### src/rtl/food_manager.sv
// Food placement, eat detection and length/score growth for the snake game.
// A free-running LFSR supplies candidate positions; accepted food is plotted once.
//
// state | meaning
// PICK  | test one LFSR candidate per cycle against range and latched head
// DRAW  | one-cycle food pixel plot request
// WAIT  | idle, accept food_en and latch the head position
// CHECK | compare latched head with food, grow on a hit
module food_manager #(
  parameter int          MAX_X       = 160,
  parameter int          MAX_Y       = 120,
  parameter int          INIT_LENGTH = 3,
  parameter int          GROW        = 1,
  parameter int          MAX_LENGTH  = 2047,
  parameter logic [15:0] SEED        = 16'hACE1,
  parameter logic [2:0]  FOOD_COLOUR = 3'b100
) (
  input  logic        clk,
  input  logic        rst,
  input  logic        food_en,
  input  logic [7:0]  head_x,
  input  logic [6:0]  head_y,
  output logic [10:0] length,
  output logic [7:0]  food_x,
  output logic [6:0]  food_y,
  output logic [7:0]  plot_x,
  output logic [6:0]  plot_y,
  output logic        plot_en,
  output logic [2:0]  colour_out,
  output logic        ate,
  output logic [9:0]  score,
  output logic        busy
);

  typedef enum logic [1:0] {
    PICK  = 2'd0,
    DRAW  = 2'd1,
    WAIT  = 2'd2,
    CHECK = 2'd3
  } state_t;

  // An all-zero seed would lock the LFSR, so fall back to a known-good value.
  localparam logic [15:0] SEED_EFF  = (SEED == 16'h0000) ? 16'hACE1 : SEED;
  localparam logic [8:0]  MAX_X_W   = 9'(MAX_X);
  localparam logic [7:0]  MAX_Y_W   = 8'(MAX_Y);
  localparam logic [11:0] MAX_LEN_W = 12'(MAX_LENGTH);
  localparam logic [11:0] GROW_W    = 12'(GROW);
  localparam logic [10:0] MAX_SCORE = 11'd1023;

  state_t      state;
  state_t      state_nxt;
  logic [15:0] lfsr;
  logic [7:0]  head_x_q;
  logic [6:0]  head_y_q;

  logic [7:0]  cand_x;
  logic [6:0]  cand_y;
  logic        accept;
  logic        hit;
  logic [11:0] len_sum;
  logic [10:0] len_nxt;
  logic [10:0] score_sum;
  logic [9:0]  score_nxt;

  assign cand_x = lfsr[7:0];
  assign cand_y = lfsr[14:8];
  assign accept = ({1'b0, cand_x} < MAX_X_W) &&
                  ({1'b0, cand_y} < MAX_Y_W) &&
                  !((cand_x == head_x_q) && (cand_y == head_y_q));
  assign hit    = (head_x_q == food_x) && (head_y_q == food_y);

  // Widen before adding so the saturation compare sees the carry.
  assign len_sum   = {1'b0, length} + GROW_W;
  assign len_nxt   = (len_sum > MAX_LEN_W) ? MAX_LEN_W[10:0] : len_sum[10:0];
  assign score_sum = {1'b0, score} + 11'd1;
  assign score_nxt = (score_sum > MAX_SCORE) ? MAX_SCORE[9:0] : score_sum[9:0];

  always_comb begin
    state_nxt = state;
    case (state)
      PICK:    if (accept) state_nxt = DRAW;
      DRAW:    state_nxt = WAIT;
      WAIT:    if (food_en) state_nxt = CHECK;
      CHECK:   state_nxt = hit ? PICK : WAIT;
      default: state_nxt = PICK;
    endcase
  end

  always_ff @(posedge clk) begin
    if (rst) begin
      state      <= PICK;
      lfsr       <= SEED_EFF;
      head_x_q   <= '0;
      head_y_q   <= '0;
      length     <= 11'(INIT_LENGTH);
      score      <= '0;
      food_x     <= '0;
      food_y     <= '0;
      plot_x     <= '0;
      plot_y     <= '0;
      plot_en    <= 1'b0;
      colour_out <= '0;
      ate        <= 1'b0;
      busy       <= 1'b1;
    end else begin
      // Taps 16,14,13,11 in right-shifting Fibonacci form.
      lfsr    <= {lfsr[0] ^ lfsr[2] ^ lfsr[3] ^ lfsr[5], lfsr[15:1]};
      state   <= state_nxt;
      busy    <= (state_nxt != WAIT);
      plot_en <= (state == PICK) && accept;
      ate     <= (state == CHECK) && hit;
      if ((state == PICK) && accept) begin
        food_x     <= cand_x;
        food_y     <= cand_y;
        plot_x     <= cand_x;
        plot_y     <= cand_y;
        colour_out <= FOOD_COLOUR;
      end
      if ((state == WAIT) && food_en) begin
        head_x_q <= head_x;
        head_y_q <= head_y;
      end
      if ((state == CHECK) && hit) begin
        length <= len_nxt;
        score  <= score_nxt;
      end
    end
  end

endmodule
### config.mk
export PLATFORM = sky130hd
export DESIGN_NAME = food_manager
export DESIGN_NICKNAME = d
export VERILOG_FILES = /design/src/rtl/food_manager.sv
export SDC_FILE = /design/constraint.sdc
export NUM_CORES = 1
export LEC_CHECK = 0
export ABC_AREA = 1
export CORE_AREA = 4 4 116 85
export DETAILED_ROUTE_END_ITERATION = 10
export DIE_AREA = 0 0 120 89
export GPL_TIMING_DRIVEN = 0
export PLACE_DENSITY = 0.79
export SYNTH_ARGS = -nofsm -noshare
export SYNTH_HDL_FRONTEND = slang
export SYNTH_SLANG_ARGS = --single-unit
### constraint.sdc
create_clock -name clk -period 1.4 [get_ports clk]
set_input_delay 0.21 -clock clk [delete_from_list [all_inputs] [get_ports clk]]
set_output_delay 0.21 -clock clk [all_outputs]
set_load 0.01 [all_outputs]
==> metrics <==
status=finished with violations; failing checks=negative setup slack; Fillers=663; dpl cell area=approximately 0.0050 mm²; Worst Skew=0.00439 ns; Layout Cells excl Fill=903; clock sink total=73; drt total wl=~14,000 µm; # DRC=0; FP Rows=29; first-pass GRT wire length=21,100 µm; area delta synth->final=48.6%; Slew HR=a little over half; GRT Total Usage=between 20% and 30%; Clock Tree Buf Depth=2; final antenna-violating net count=0; Async SR Flop Fraction=0%; reg-to-reg setup timing slack=-0.28 ns; largest net degree at the start of global routing=13; number of synthesized flops with an enable pin=0; Synth Cell Area=0.00411 mm²; kind of critical path=flop to flop; CP Launch Point=score[3]; hold path depth=2; maxcap violations=0; number of iterations in the first detailed-routing pass=6; Die Ht=89 µm; Starting Density=46.7%; clk slew on worst S/H paths=0.06 ns; Worst setup SP type=flop; die area=around 0.011 mm²; synth top area cells=dfxtp_1, nand2_1, inv_1; Req. time, crit path=1.67 ns; antenna violations before repair=0; Iter 0 DRT Violations=500; port bufs=just over 70; Core Util, Final=69.3%; CP Max Fanout=7; CTS tree=done; Hold Fails Final Rpt=0; Endpoint, Worst Hold=lfsr[14]; setup total negative slack=-6.85 ns; worst slew pin tran=0.701 ns; vias in the first global route=approximately 4,300; Min Hold Slack=0.403 ns; post-synthesis sequential area ratio=35.5%; # IOs=75; Worst Reg-to-Reg Cells=10; fin crit share=120%; area leader, netlist=dfxtp_1; crit path DAT=1.95 ns; WL/cell=around 16 µm; HPWL after detailed placement=8520 µm; Leak=3.10 nW; worst r2r dst=score[0]; Cell variety after synth=34; total number of vias=4,789; PwrDens=1000 mW/mm²; post-route cell area=0.00611 mm²; crit path time final=1.68 ns; overall power=6.11 mW; Ys Warns=0; Routability Congestion=between 0.9 and 1; RSZ-0062 raised after global routing=true; Top FF cell, synth=dfxtp_1; crit end category=flop; DP Worst Slack=-0.424 ns; worst r2r src=score[3]; Max VDD drop=0.732 mV; Post-Syn Area per Cell=6.33 µm²; max-slew violations=0; Core ar.=0.00882 mm²; Ant. Diodes=0; GRT overflow=0; H-tree Lvls=3; post-synth top area share=35.5%; Syn Inst Count=650; Yosys reg bits=73; placed instance count=between 800 and 900; Final #Nets=796; worst hold path type=flop to flop; CTS Root Cell=clkbuf_16; final setup fails=42; FMAX=between 500 and 600 MHz; hold_sp=lfsr[15]; CTS Buf Count=9; clock insertion delay at the later pin of the skew report=0.33 ns; post-route setup slack=-0.277 ns; Via density=5.30; Die X=120 µm; layout cells sized above 1=34.8%
==> kinds of logic after synthesis <==
group	Yosys count	share of synthesized area [%]
and+or+nand+nor	360	38.1
AOI/OAI and AO/OA	63	7.94
other	1	0.0912
xor gates and xnor gates	9	1.92
adders and majority gates	4	1.22
DFF	73	35.5
buffers and inverters	140	15.2
==> per-layer routing <==
layer / track usage [%] / up-vias / part of all wire, %
met1: 32.1 / 2233 / 41
met4: 5.41 / 0 / 2.2
met3: 7.34 / 36 / 9.3
met2: 41.9 / 275 / 47
met5: 0 / - / 0
li1: - / 2245 / -
==> sequential cells by signal, indices dropped and copies added, names as in the netlist, 2 cells and up <==
signal / flops
state: 2
lfsr: 16
plot_x: 8
head_x_q: 8
score: 10
length: 11
plot_y: 7
head_y_q: 7
==> synth_stat cells (3+ instances only) <==
cell type  count
clkbuf_1      10
buf_6          3
inv_2         18
inv_1         86
nor2_1        74
nand2_1      200
nor2_2         6
ha_1           4
xor2_1         3
xnor2_1        6
buf_2          3
nand2_2        6
buf_4         17
nand3_1       35
a21oi_1       38
nand3_2        3
o21ai_0       20
nand4_1       24
dfxtp_1       73
==> worst max path at each step <==
stage / end / slack, ns / depth (start not counted)
after floorplan: score[0] / -0.02 / 11
final: score[0] / -0.28 / 10
after global routing: score[0] / -0.36 / 10
after global placement: length[8] / -0.42 / 4
after detailed placement: length[2] / -0.42 / 4
after CTS: score[0] / -0.20 / 11
==> report_power, final <==
group | total (mW) | switching, mW | internal, mW
sequential | 2.33 | 0.123 | 2.21
clock | 2.26 | 0.879 | 1.38
combinational | 1.52 | 0.862 | 0.659
total | 6.11 | 1.86 | 4.25
==> cells in the final DEF (no fill, tap or decap), drive strengths merged <==
master and count:
a21oi 39, and2 2, buf 66, bufinv 1
clkbuf 24, clkdlybuf4s50 17, clkinv 3, clkinvlp 1
conb 2, dfxtp 73, dlygate4sd2 48, dlymetal6s2s 3
ha 4, inv 104, nand2 208, nand3 39
nand3b 2, nand4 25, nor2 82, nor3 2
o21ai 21, o21bai 2, o31ai 1, or2 1
xnor2 6, xor2 3
==> what timing repair did <==
action	in CTS	in global routing
endpoints found under the hold margin	0	0
endpoints found under the setup margin	97	66
hold buffers	0	0
pin swaps	33	26
buffers inserted	24	11
gates resized for setup	154	94
gates cloned	4	1
==> critical path, cell delays in order (launching register included) <==
cell and delay, ns:
dfxtp_2 0.38, nand2_1 0.13, nor2_1 0.20, nand3_1 0.13, nand2_2 0.11, nand2_1 0.07
nor2_2 0.17, nand3_4 0.18, nand3_2 0.11, nand2_1 0.06, inv_1 0.06
==> final cells by class <==
cell class / instances / area [µm²] / share of cell area [%]
Clock buffer: 11 / 233 / 3.81
Tap cell: 124 / 155 / 2.54
Clock inverter: 5 / 56.3 / 0.921
Buffer: 36 / 256 / 4.20
Inverter: 104 / 395 / 6.47
Multi-Input combinational cell: 439 / 2420 / 39.5
Timing Repair Buffer: 111 / 1040 / 17.1
Sequential cell: 73 / 1560 / 25.4
No activity file was read; power rests on OpenSTA's default activity.
